**config.mk**
```make
export PLATFORM = sky130hd
export DESIGN_NAME = fifo_pkt_serializer
export DESIGN_NICKNAME = d
export VERILOG_FILES = /design/src/rtl/fifo_pkt_pkg.sv /design/src/rtl/fifo_pkt_serializer.sv
export SDC_FILE = /design/constraint.sdc
export NUM_CORES = 1
export LEC_CHECK = 0
export ABC_CLOCK_PERIOD_IN_PS = 4150
export BUFFER_PORTS_ARGS = -buffer_cell sky130_fd_sc_hd__buf_2
export CORE_MARGIN = 8
export CORE_UTILIZATION = 40
export DETAILED_ROUTE_END_ITERATION = 7
export GPL_TIMING_DRIVEN = 0
export PLACE_DENSITY = 0.61
export SLEW_MARGIN = 20
export SYNTH_ARGS = -nofsm -noshare
export SYNTH_HDL_FRONTEND = slang
export SYNTH_SLANG_ARGS = --single-unit
```
**constraint.sdc**
```tcl
create_clock -name clk -period 4.15 [get_ports clk]
set_input_delay 0.415 -clock clk [delete_from_list [all_inputs] [get_ports clk]]
set_output_delay 0.415 -clock clk [all_outputs]
set_load 0.1 [all_outputs]
```
**src/rtl/fifo_pkt_pkg.sv**
```systemverilog
// Shared definitions for the FIFO packet serializer.
//   state_e           : serializer FSM states
//   DEFAULT_SYNC_BYTE : first byte of every packet unless overridden
//   bytes_per_word()  : number of bytes a FIFO word is split into
package fifo_pkt_pkg;

  typedef enum logic [2:0] {
    ST_IDLE  = 3'd0,
    ST_HDR   = 3'd1,
    ST_SEQ   = 3'd2,
    ST_FETCH = 3'd3,
    ST_LATCH = 3'd4,
    ST_SEND  = 3'd5
  } state_e;

  localparam logic [7:0] DEFAULT_SYNC_BYTE = 8'hA5;

  // DATA_WIDTH is expected to be a multiple of 8.
  function automatic int unsigned bytes_per_word(input int unsigned data_width);
    return data_width / 8;
  endfunction

endpackage

```
**src/rtl/fifo_pkt_serializer.sv**
```systemverilog
// Read-side consumer of the sample FIFO. Pops words and frames them as
//   SYNC_BYTE, pkt_seq, WORDS_PER_PKT words (MSB byte first)
// onto an 8-bit valid/ready byte stream.
//
// Ports:
//   clk, rst        : read-domain clock, synchronous active-high reset
//   fifo_rd_en      : pop request (combinational, only in FETCH when not empty)
//   fifo_rd_empty   : FIFO empty flag
//   fifo_rd_data    : FIFO data, valid the cycle after an accepted pop
//   tx_data/tx_valid: registered byte stream toward the transmitter
//   tx_ready        : transmitter accepts the byte
//   pkt_seq         : sequence number of the packet being / next to be sent
//   busy            : high whenever the FSM is not IDLE
//
// Handshake: a byte transfers on a cycle where tx_valid && tx_ready. Once
// tx_valid is raised, tx_valid and tx_data stay unchanged until that
// transfer; tx_ready is ignored while tx_valid is low.
//
// The FSM state is held in state_q and can be probed hierarchically.
module fifo_pkt_serializer
  import fifo_pkt_pkg::*;
#(
  parameter int unsigned DATA_WIDTH    = 24,
  parameter int unsigned WORDS_PER_PKT = 16,
  parameter logic [7:0]  SYNC_BYTE     = DEFAULT_SYNC_BYTE
) (
  input  logic                  clk,
  input  logic                  rst,
  output logic                  fifo_rd_en,
  input  logic                  fifo_rd_empty,
  input  logic [DATA_WIDTH-1:0] fifo_rd_data,
  output logic [7:0]            tx_data,
  output logic                  tx_valid,
  input  logic                  tx_ready,
  output logic [7:0]            pkt_seq,
  output logic                  busy
);

  localparam int unsigned BPW = bytes_per_word(DATA_WIDTH);
  localparam int unsigned BCW = (BPW > 1) ? $clog2(BPW) : 1;
  localparam int unsigned WCW = (WORDS_PER_PKT > 1) ? $clog2(WORDS_PER_PKT) : 1;
  localparam logic [BCW-1:0] LAST_BYTE = BCW'(BPW - 1);
  localparam logic [WCW-1:0] LAST_WORD = WCW'(WORDS_PER_PKT - 1);

  state_e                state_q, state_d;
  logic                  tx_valid_q, tx_valid_d;
  logic [7:0]            tx_data_q, tx_data_d;
  logic [7:0]            pkt_seq_q, pkt_seq_d;
  logic [WCW-1:0]        word_cnt_q, word_cnt_d;
  logic [BCW-1:0]        byte_cnt_q, byte_cnt_d;
  logic [DATA_WIDTH-1:0] shift_q, shift_d;
  logic [DATA_WIDTH-1:0] nxt_shift;
  logic                  handshake;

  always_ff @(posedge clk) begin
    if (rst) begin
      state_q    <= ST_IDLE;
      tx_valid_q <= 1'b0;
      tx_data_q  <= 8'h00;
      pkt_seq_q  <= 8'h00;
      word_cnt_q <= '0;
      byte_cnt_q <= '0;
      shift_q    <= '0;
    end else begin
      state_q    <= state_d;
      tx_valid_q <= tx_valid_d;
      tx_data_q  <= tx_data_d;
      pkt_seq_q  <= pkt_seq_d;
      word_cnt_q <= word_cnt_d;
      byte_cnt_q <= byte_cnt_d;
      shift_q    <= shift_d;
    end
  end

  always_comb begin
    state_d    = state_q;
    tx_valid_d = tx_valid_q;
    tx_data_d  = tx_data_q;
    pkt_seq_d  = pkt_seq_q;
    word_cnt_d = word_cnt_q;
    byte_cnt_d = byte_cnt_q;
    shift_d    = shift_q;
    fifo_rd_en = 1'b0;
    handshake  = tx_valid_q && tx_ready;
    nxt_shift  = shift_q << 8;

    case (state_q)
      ST_IDLE: begin
        // The header is only started once a word is actually available.
        if (!fifo_rd_empty) begin
          state_d    = ST_HDR;
          tx_valid_d = 1'b1;
          tx_data_d  = SYNC_BYTE;
        end
      end

      ST_HDR: begin
        if (handshake) begin
          state_d   = ST_SEQ;
          tx_data_d = pkt_seq_q;
        end
      end

      ST_SEQ: begin
        if (handshake) begin
          state_d    = ST_FETCH;
          tx_valid_d = 1'b0;
        end
      end

      ST_FETCH: begin
        // Mid-packet underflow just waits here; the packet is never aborted.
        if (!fifo_rd_empty) begin
          fifo_rd_en = 1'b1;
          state_d    = ST_LATCH;
        end
      end

      ST_LATCH: begin
        // Popped data is on fifo_rd_data this cycle; present its MSB byte
        // directly so SEND starts with a valid byte.
        shift_d    = fifo_rd_data;
        byte_cnt_d = '0;
        tx_valid_d = 1'b1;
        tx_data_d  = fifo_rd_data[DATA_WIDTH-1 -: 8];
        state_d    = ST_SEND;
      end

      ST_SEND: begin
        if (handshake) begin
          shift_d    = nxt_shift;
          byte_cnt_d = byte_cnt_q + BCW'(1);
          if (byte_cnt_q == LAST_BYTE) begin
            tx_valid_d = 1'b0;
            if (word_cnt_q == LAST_WORD) begin
              word_cnt_d = '0;
              pkt_seq_d  = pkt_seq_q + 8'd1;
              state_d    = ST_IDLE;
            end else begin
              word_cnt_d = word_cnt_q + WCW'(1);
              state_d    = ST_FETCH;
            end
          end else begin
            tx_data_d = nxt_shift[DATA_WIDTH-1 -: 8];
          end
        end
      end

      default: begin
        state_d    = ST_IDLE;
        tx_valid_d = 1'b0;
      end
    endcase
  end

  assign tx_valid = tx_valid_q;
  assign tx_data  = tx_data_q;
  assign pkt_seq  = pkt_seq_q;
  assign busy     = (state_q != ST_IDLE);

endmodule

```
==> metrics.md, run 1 <==
| Metric | Value |
|---|---|
| Status | finished, final reports clean |
| CTS clk-pin slew, worst paths | roughly 0.080 ns |
| GP Congestion | 0.876 |
| Start point of the critical path | state_q[0]$_SDFFE_PP0P_ |
| Clock Skew | 0.00364 ns |
| Slowest stage delay, CP | about 0.45 ns |
| Tcrit/Tclk final | between 50% and 60% |
| Non-Filler Cell Area, Final | 2430 µm² |
| Tot GR Track Use | between 10% and 20% |
| Avg Inst Size Synth | approximately 8.4 µm² |
| Fmax | roughly 420 MHz |
| CP max-delay cell | dfxtp_1 |
| Relative slew slack | 60.0% |
| CTS Sinks | 42 |
| Worst Min Path Start | fifo_rd_data[3] |
| DR iter-0 viols | about 130 |
| Total of max-cap violations | 0 |
| Longest Clk Path Bufs | 2 |
| Final antenna-violating net count | 0 |
| First-pass GRT wire length | 9500 µm |
| Clock latency on the worst-skew pair | around 0.30 ns |
| Antenna diodes | 0 |
| RSZ-0062 raised after global routing | false |
| Kind of critical path | flop to output pin |
| WL per Instance | ~16 µm |
| Nets | approximately 330 |
| Top-Level Pins | 47 |
| Num CTS Buffers | 5 |
| Die area | ~7600 µm² |
| CP endpoint kind | output pin |
| Core Area | 5010 µm² |
| Via count | a little under 2000 |
| Fillers | 558 |
| Vias per cell | between 5 and 6 |
| Distinct cells, synth | 40 |
| Worst R2R Start | byte_cnt_q[0]$_SDFFE_PP0P_ |
| Leak | 0.000939 µW |
| Net count after synthesis | around 270 |
| Area growth from synthesis to layout | 20.0% |
| Final WL | approximately 5700 µm |
| Row count | 26 |
| Top cell type's share of synthesized area | between 40% and 50% |
| Crit path max fanout | 10 |
| CTS resizes | 0 |
| Width of the die | around 87 µm |
| Crit start category | flop |
| Post-synthesis sequential area ratio | between 40 and 50% |
| Top cells by area, synth | dfxtp_1 42%, nor2_1 5.2%, mux2_2 4.4% |
| Yosys reg bits | 42 |
| CP arrival | ~2.0 ns |
| Dpl hpwl | about 4300 µm |
| I/O Buffers | 46 |
| CTS hold repair buffers | 0 |
| Drt first pass iters | 4 |
| PwrDens | 331 nW/µm² |
| DRC | 0 |
| Root Buffer | clkbuf_8 |
| Cell taking the most area after synthesis | dfxtp_1 |
| Sequential cell area | around 840 µm² |
| VDD IR max | between 200 and 250 µV |
| Worst-path cell chain | clkbuf_1 -> nor2b_1 -> and3_1 -> buf_2 |
| Total gr overflow | 0 |
| CTS tree | done |
| Multi-input logic area | 1070 µm² |
| Initial core utilization | 40.4% |
| Worst-margin pin slew | about 0.60 ns |
| Hold WC Path Type | primary input to flop |
| Gate Count Post-Synth | around 240 |
| Tmin final | between 2 and 2.5 ns |
| Share of cells above drive strength 1 | 23.7% |
| Depth of the CTS H-tree | 2 |
| Final max-slew violation count | 0 |
| Setup TNS | 0 ns |
| Die H | 87.1 µm |
| Largest net degree at the start of global routing | 14 |
| Post-Place Cell Area | between 2000 and 2500 µm² |
| Post CTS Setup Buffer Count | 0 |
| Hold Vio Cnt, Final | 0 |
| Total power draw | ~800 µW |
| Synth warn | 0 |
| Mapped cell area | around 2000 µm² |
| Req. time, crit path | 3.73 ns |
| Final setup viols | 0 |
| Initial antenna violation count | 0 |
| Vias in the first global route | between 1500 and 2000 |
==> sequential cells by signal, summed over array words and instances (netlist names) <==
signal	count
state_q	3
byte_cnt_q	2
tx_valid	1
tx_data	8
shift_q	16
word_cnt_q	4
pkt_seq	8
==> stage by stage <==
stage | instances | utilization (%) | worst slack, ns | hold WS (ns)
floorplan | 241 | - | 1.70 | 0.445
global placement | 357 | 46.8 | 2.12 | 0.456
detailed placement | 357 | 46.8 | 2.09 | 0.463
CTS | 365 | 48.5 | 1.76 | 0.365
global route | 365 | 48.5 | 1.63 | 0.379
finish | 365 | 48.5 | 1.75 | 0.372
==> synthesized netlist by cell type, drive strengths merged <==
cell type   n
mux2i       1
xnor2       4
nand2      21
clkbuf     12
a32oi       9
dfxtp      42
nand4       2
a311o       1
nor4        9
o22ai       5
a22oi       4
and3        3
a311oi      9
and4        1
a21o        1
a31oi       1
o31ai       1
xor2        1
a31o        4
a21oi      13
or4         2
nand2b      3
inv        10
nor2       28
nand3      17
ha          3
buf         5
clkinv      1
o21ai       7
a221oi      4
mux2        8
nor3        1
and2        1
nor2b       3
or3         4
==> power breakdown <==
group / total [µW] / internal, µW / leakage [µW] / switching [µW]
logic: 124 / 28.7 / 0.000554 / 95.6
registers: 417 / 411 / 0.000340 / 6.88
clock network: 263 / 119 / 0.0000452 / 144
==> critical path: cells and delay by family, from the launching register on <==
| family | cells | cell delay (ns) |
|---|---|---|
| simple gates | 2 | 0.43 |
| buf+inv | 2 | 0.80 |
| flops | 1 | 0.45 |
==> per-layer routing <==
| layer | GRT usage [%] | vias up | wire [µm] |
|---|---|---|---|
| met5 | 0 | - | 0 |
| met4 | 7.03 | 0 | 116 |
| met3 | 4.34 | 8 | 380 |
| met2 | 24.7 | 55 | 2510 |
| met1 | 20.1 | 891 | 2720 |
| li1 | - | 996 | - |
==> cells by family (layout without fill, tap and decap cells) <==
kind of cell	after synthesis	count (layout)	synth area share [%]
and+or+nand+nor	95	95	22.9
muxes	9	9	4.94
adders and majority gates	3	3	1.85
buffers and inverters	28	82	5.81
DFF	42	42	41.5
AOI/OAI and AO/OA	59	59	20.8
xor gates and xnor gates	5	5	2.16
==> worst paths after layout <==
path                                     end  slack, ns  depth (start not counted)
setup / recovery                  fifo_rd_en       1.75                          4
hold / removal       shift_q[3]$_SDFFE_PP0P_       0.37                          3
setup reg to reg     pkt_seq[7]$_SDFFE_PP0P_       2.18                          6
hold reg to reg   byte_cnt_q[0]$_SDFFE_PP0P_       0.47                          2
==> cell type report <==
cell class              instances  share of cell area [%]
flip-flops and latches         42                    34.6
clock buffers                   6                    2.99
well taps                      70                    3.61
plain buffers                  17                    3.14
repair buffers                 46                    9.48
inverters                      11                    1.70
multi-input cells             171                    43.9
clock inverters                 2                   0.567
==> placed cells by master (no fill, tap or decap), types with 2 or more instances in the layout <==
cell type,n
buf_2,47
a22oi_1,4
and3_1,3
a32oi_1,9
o22ai_1,5
nand3_1,17
a21oi_1,13
nand2b_1,3
xnor2_1,4
nor4_1,9
mux2_2,8
inv_1,10
nand2_1,21
a31o_2,4
buf_1,2
ha_1,3
or3_1,4
a311oi_1,9
dfxtp_1,42
a221oi_1,4
o21ai_0,7
nor2_1,28
clkbuf_8,5
clkbuf_1,13
nor2b_1,3
Note: power is estimated with default switching activity, not from simulation.
==> run 2: changes to the inputs <==
--- a/config.mk
+++ b/config.mk
@@ -5,13 +5,13 @@
 export SDC_FILE = /design/constraint.sdc
 export NUM_CORES = 1
 export LEC_CHECK = 0
-export ABC_CLOCK_PERIOD_IN_PS = 4150
+export ABC_CLOCK_PERIOD_IN_PS = 2100
 export BUFFER_PORTS_ARGS = -buffer_cell sky130_fd_sc_hd__buf_2
 export CORE_MARGIN = 8
 export CORE_UTILIZATION = 40
 export DETAILED_ROUTE_END_ITERATION = 7
 export GPL_TIMING_DRIVEN = 0
-export PLACE_DENSITY = 0.61
+export PLACE_DENSITY = 0.64
 export SLEW_MARGIN = 20
 export SYNTH_ARGS = -nofsm -noshare
 export SYNTH_HDL_FRONTEND = slang
==> constraint.sdc (replaced) <==
create_clock -name clk -period 2.1 [get_ports clk]
set_input_delay 0.21 -clock clk [delete_from_list [all_inputs] [get_ports clk]]
set_output_delay 0.21 -clock clk [all_outputs]
set_load 0.1 [all_outputs]
==> run 2 against run 1 <==
- register-to-register slack worse by 2.1 ns
- total power up 110%
- critical path depth is the same
- combinational power rose by 100%
- sequential share of layout area is 0.20 points lower
- worst hold slack worse by 0.20 ns
==> metrics.md, run 2 (same netlist as run 1, synthesis figures left out) <==
| Metric | Value |
|---|---|
| Status | finished, final reports clean |
| Die H | 87.1 µm (unchanged) |
| Final antenna-violating net count | 0 (unchanged) |
| Leak | 0.000952 µW (+1.4%) |
| Vias per cell | 5.50 (+3.0%) |
| Reg2reg setup slack | 0.13 ns (-2.05 ns) |
| Worst hold path depth | 3 (unchanged) |
| Hold WC Path Type | primary input to flop |
| CP endpoint kind | output pin |
| Total of max-cap violations | 0 (unchanged) |
| Clock latency on the worst-skew pair | 0.30 ns (about the same) |
| Crit start category | flop |
| Non-Filler Cell Area, Final | 2460 µm² (+1.3%) |
| Die area | 7590 µm² (unchanged) |
| Max reg flops | 16 (unchanged) |
| DR iter-0 viols | 216 (+64%) |
| Width of the die | 87.1 µm (unchanged) |
| Nets | 325 (unchanged) |
| Fmax | a little under 500 MHz |
| Req. time, crit path | 1.89 ns (-1.84 ns) |
| DRC | 0 (unchanged) |
| Total gr overflow | 0 (unchanged) |
| Tmin final | between 2 and 2.5 ns |
| Tot GR Track Use | 16.1% (+0.13 points) |
| CP max-delay cell | dfxtp_1 |
| Largest net degree at the start of global routing | 13 (-1) |
| Top-Level Pins | 47 (unchanged) |
| Via count | 2009 (+3.0%) |
| RR Endpoint | pkt_seq[7]$_SDFFE_PP0P_ |
| CTS clk-pin slew, worst paths | 0.08 ns (about the same) |
| Depth of the CTS H-tree | 2 (unchanged) |
| I/O Buffers | 46 (unchanged) |
| Start point of the critical path | state_q[0]$_SDFFE_PP0P_ |
| Drt first pass iters | 4 (unchanged) |
| Hold Vio Cnt, Final | 0 (unchanged) |
| Share of cells above drive strength 1 | 25.4% (+1.7 points) |
| Vias in the first global route | 1956 (-0.96%) |
| Biggest register | shift_q |
| First-pass GRT wire length | 9590 µm (+0.95%) |
| CTS Sinks | 42 (unchanged) |
| Worst Min Path Start | fifo_rd_data[0] |
| Fillers | 536 (-3.9%) |
| GP Congestion | 0.866 (-1.2%) |
| Dpl hpwl | 4270 µm (-1.7%) |
| Most common cell after layout, fill and taps aside | buf_2 |
| Initial antenna violation count | 0 (unchanged) |
| Area growth from synthesis to layout | 21.6% |
| Antenna diodes | 0 (unchanged) |
| Worst-margin pin slew | 0.570 ns (-0.0298 ns) |
| Relative slew slack | 61.9% (+1.8 points) |
| Num CTS Buffers | 5 (unchanged) |
| Crit path max fanout | 10 (unchanged) |
| Setup TNS | 0 ns (unchanged) |
| Worst R2R Start | byte_cnt_q[0]$_SDFFE_PP0P_ |
| Slowest stage delay, CP | 0.45 ns (about the same) |
| WL per Instance | 15.7 µm (+0.24%) |
| Core Area | 5010 µm² (unchanged) |
| Post CTS Setup Buffer Count | 0 (unchanged) |
| VDD IR max | 323 µV (+52%) |
| Tcrit/Tclk final | a little over nine tenths |
| Post-Place Cell Area | 2350 µm² (+0.27%) |
| Reg2reg path depth | 6 (unchanged) |
| Final WL | 5740 µm (+0.24%) |
| Longest Clk Path Bufs | 2 (unchanged) |
| Row count | 26 (unchanged) |
| Final max-slew violation count | 0 (unchanged) |
| Root Buffer | clkbuf_8 |
| Final setup viols | 0 (unchanged) |
| Clock Skew | 0.00769 ns (+0.00405 ns) |
| PwrDens | 693 nW/µm² (+110%) |
| RSZ-0062 raised after global routing | true |
| Initial core utilization | 40.4% (unchanged) |
| CTS tree | done |
| Commonest non-fill, non-tap cells in the layout | 45 x buf_2, 37 x dfxtp_1, 28 x nor2_1 |
| Worst-path cell chain | clkinv_1 -> clkbuf_1 -> nand2_1 -> buf_4 |
| CP arrival | 1.80 ns (-0.18 ns) |
| Kind of critical path | flop to output pin |
| Worst Hold Path EP | shift_q[0]$_SDFFE_PP0P_ |
## run 2: changes by cell type in the layout (fill, tap and decap cells not counted), moves of 2 or more
cell / before / now
dfxtp_1: 42 / 37
dfxtp_2: 0 / 5
buf_2: 47 / 45
buf_4: 1 / 3
## run 2: layout make-up
type,count,area [µm²],area share [%]
Buffer,17,77.6,3.15
Clock buffer,7,76.3,3.10
Clock inverter,1,30.0,1.22
Inverter,11,41.3,1.68
Multi-Input combinational cell,171,1070,43.3
Sequential cell,42,847,34.4
Tap cell,70,87.6,3.56
Timing Repair Buffer,46,235,9.56
## run 2: per-layer routing
metal | part of all wire, % | global-route usage [%]
met1 | 47 | 21.3
met3 | 6.2 | 4.53
met2 | 46 | 24.2
met4 | 1.5 | 5.31
met5 | 0 | 0
## run 2: report_power, final
| part | internal (µW) | switching, µW |
|---|---|---|
| combinational | 58.5 | 190 |
| clock | 356 | 275 |
| sequential | 812 | 13.7 |
## run 2: worst max-delay path, delay by kind of cell (launching register included)
kind,cells,cell delay [ns]
buffers and inverters,3,0.91
AND/OR/NAND/NOR,1,0.13
flip-flops,1,0.45
## run 2: what timing repair did
item | in CTS | in global routing
gates resized for setup | 2 | 2
setup endpoints to repair | 2 | 2
hold buffers | 0 | 0
hold endpoints to repair | 0 | 0
## run 2: stage by stage
step	utilization (%)	setup slack, ns	cells	total power (µW)	hold WS (ns)
final	49.1	0.0868	365	1710	0.169
after global routing	49.1	-0.00209	365	1780	0.169
after CTS	49.1	0.0534	365	1720	0.165
after detailed placement	46.9	0.150	357	1090	0.465
after global placement	46.9	0.155	357	1090	0.456
after floorplan	-	0.0489	241	1020	0.372
## run 2: worst max path at each step
stage | to | slack (ns) | depth (start not counted)
2_1_floorplan | pkt_seq[7]$_SDFFE_PP0P_ | 0.05 | 4
3_3_place_gp | pkt_seq[7]$_SDFFE_PP0P_ | 0.16 | 6
3_5_place_dp | pkt_seq[7]$_SDFFE_PP0P_ | 0.15 | 6
4_1_cts | fifo_rd_en | 0.05 | 4
5_1_grt | pkt_seq[7]$_SDFFE_PP0P_ | -0.002 | 6
6_report | busy | 0.09 | 4
==> run 3: changes to the inputs <==
--- a/config.mk
+++ b/config.mk
@@ -8,10 +8,10 @@
 export ABC_CLOCK_PERIOD_IN_PS = 2100
 export BUFFER_PORTS_ARGS = -buffer_cell sky130_fd_sc_hd__buf_2
 export CORE_MARGIN = 8
-export CORE_UTILIZATION = 40
+export CORE_UTILIZATION = 25
 export DETAILED_ROUTE_END_ITERATION = 7
 export GPL_TIMING_DRIVEN = 0
-export PLACE_DENSITY = 0.64
+export PLACE_DENSITY = 0.44
 export SLEW_MARGIN = 20
 export SYNTH_ARGS = -nofsm -noshare
 export SYNTH_HDL_FRONTEND = slang
==> run 3 against run 2 <==
- die area up 48%
- final area up 1.5%
- combinational power about the same
- global-route usage down 4.7 points
- critical path type unchanged
- largest cell class unchanged
- highest routed layer unchanged
==> metrics.md, run 3 (same netlist as run 1, synthesis figures left out) <==
| Metric | Value |
|---|---|
| Status | finished, final reports clean |
| Num CTS Buffers | 5 (unchanged) |
| Crit path max fanout | 10 (unchanged) |
| Largest net degree at the start of global routing | 12 (-1) |
| CTS clk-pin slew, worst paths | 0.08 ns (about the same) |
| Nets | 325 (unchanged) |
| Slowest stage delay, CP | 0.47 ns (+0.02 ns) |
| Final max-slew violation count | 0 (unchanged) |
| RSZ-0062 raised after global routing | true |
| CP max-delay cell | dfxtp_1 |
| Kind of critical path | flop to output pin |
| Biggest register | shift_q |
| Depth of the CTS H-tree | 2 (unchanged) |
| RR Endpoint | tx_data[2]$_SDFFE_PP0P_ |
| Final WL | 6390 µm (+11%) |
| Reg2reg path depth | 4 (-2) |
| Total of max-cap violations | 0 (unchanged) |
| Crit start category | flop |
| Hold WC Path Type | primary input to flop |
| Vias per cell | 4.99 (-9.3%) |
| Start point of the critical path | state_q[0]$_SDFFE_PP0P_ |
| Row count | 33 (+27%) |
| DRC | 0 (unchanged) |
| WL per Instance | 16.0 µm (+2.0%) |
| DR iter-0 viols | 88 (-59%) |
| Drt first pass iters | 4 (unchanged) |
| Commonest non-fill, non-tap cells in the layout | 45 x buf_2, 37 x dfxtp_1, 28 x nor2_1 |
| Tot GR Track Use | 11.4% (-4.7 points) |
| Post CTS Setup Buffer Count | 0 (unchanged) |
| Longest Clk Path Bufs | 2 (unchanged) |
| Dpl hpwl | 4850 µm (+14%) |
| Worst-path cell chain | clkbuf_2 -> nor2b_1 -> and3_1 -> buf_4 |
| Die area | 11200 µm² (+48%) |
| Worst-margin pin slew | 0.593 ns (+0.0234 ns) |
| Width of the die | 106 µm (+22%) |
| Req. time, crit path | 1.89 ns (about the same) |
| I/O Buffers | 46 (unchanged) |
| First-pass GRT wire length | 10300 µm (+7.2%) |
| Tmin final | 2.00 ns (-0.0158 ns) |
| GP Congestion | 0.789 (-8.8%) |
| Clock latency on the worst-skew pair | 0.30 ns (about the same) |
| Most common cell after layout, fill and taps aside | buf_2 |
| CP arrival | 1.79 ns (about the same) |
| CTS tree | done |
| Tcrit/Tclk final | 95.1% (-0.75 points) |
| Antenna diodes | 0 (unchanged) |
| Area growth from synthesis to layout | 23.4% |
| Worst Hold Path EP | shift_q[5]$_SDFFE_PP0P_ |
| Finished Layout Cells | 398 (+9.0%) |
| Final setup viols | 0 (unchanged) |
| VDD IR max | 218 µV (-32%) |
| Core Area | 8050 µm² (+61%) |
| Clock Skew | 0.00809 ns (+0.000398 ns) |
| Vias in the first global route | 2006 (+2.6%) |
| Relative slew slack | 60.5% (-1.4 points) |
| Max reg flops | 16 (unchanged) |
| CTS Sinks | 42 (unchanged) |
| Root Buffer | clkbuf_8 |
| CTS hold repair buffers | 0 (unchanged) |
| CP endpoint kind | output pin |
| Worst hold path depth | 3 (unchanged) |
| PwrDens | 647 nW/µm² (-6.6%) |
| Total gr overflow | 0 (unchanged) |
| Reg2reg setup slack | 0.15 ns (+0.02 ns) |
| Placed Instances | 392 (+9.8%) |
| Total power draw | 1620 µW (-5.2%) |
| Top-Level Pins | 47 (unchanged) |
| Worst Min Path Start | fifo_rd_data[5] |
| Hold Vio Cnt, Final | 0 (unchanged) |
| Fmax | 501 MHz (+0.79%) |
| Die H | 106 µm (+22%) |
| Via count | 1987 (-1.1%) |
| Initial antenna violation count | 0 (unchanged) |
| Leak | 0.000951 µW (-0.16%) |
| Worst R2R Start | state_q[0]$_SDFFE_PP0P_ |
| Final antenna-violating net count | 0 (unchanged) |
| Share of cells above drive strength 1 | 26.6% (+1.2 points) |
| Initial core utilization | 25.1% (-15 points) |
-- run 3: worst max path at each step --
| stage | endpoint | cells past startpoint |
|---|---|---|
| final | fifo_rd_en | 4 |
| after global routing | tx_data[7]$_SDFFE_PP0P_ | 4 |
| after CTS | busy | 4 |
| after detailed placement | pkt_seq[7]$_SDFFE_PP0P_ | 6 |
| after global placement | pkt_seq[7]$_SDFFE_PP0P_ | 6 |
| after floorplan | pkt_seq[7]$_SDFFE_PP0P_ | 4 |
-- run 3: what timing repair did --
action | 4_1_cts | 5_1_grt
endpoints found under the hold margin | 0 | 0
resized for setup | 3 | 6
endpoints found under the setup margin | 2 | 3
-- run 3: metrics by stage --
stage | hold slack (ns) | utilization (%) | area [µm²] | setup slack [ns] | TNS [ns]
after detailed placement | 0.465 | 29.7 | 2390 | 0.104 | 0
after CTS | 0.169 | 30.8 | 2480 | 0.0821 | 0
after global placement | 0.457 | 29.7 | 2390 | 0.128 | 0
final | 0.178 | 31.0 | 2500 | 0.103 | 0
after floorplan | 0.372 | - | 2030 | 0.0489 | 0
after global routing | 0.181 | 31.0 | 2500 | -0.0370 | -0.169
-- run 3: worst max-delay path, delay by kind of cell (launching register included) --
family	cells	cell delay (ns)
flops	1	0.47
buf+inv	2	0.60
simple gates	2	0.42
-- run 3: area by class of cell --
cell class              count  area [µm²]
flip-flops and latches     42         847
fillers                   878        5550
clock buffers               6        82.6
inverters                  11        41.3
repair buffers             46         235
plain buffers              17        80.1
multi-input cells         171        1080
well taps                 105         131
-- run 3: per-layer routing --
layer | part of all wire [%] | GRT usage, %
met5 | 0 | 0
met4 | 0.77 | 2.71
met3 | 5.8 | 3.57
met2 | 44 | 17.7
met1 | 50 | 14.9
-- run 3: report_power, final --
part / switching (µW) / internal [µW]
clock: 284 / 254
combinational: 193 / 59.1
sequential: 14.6 / 812
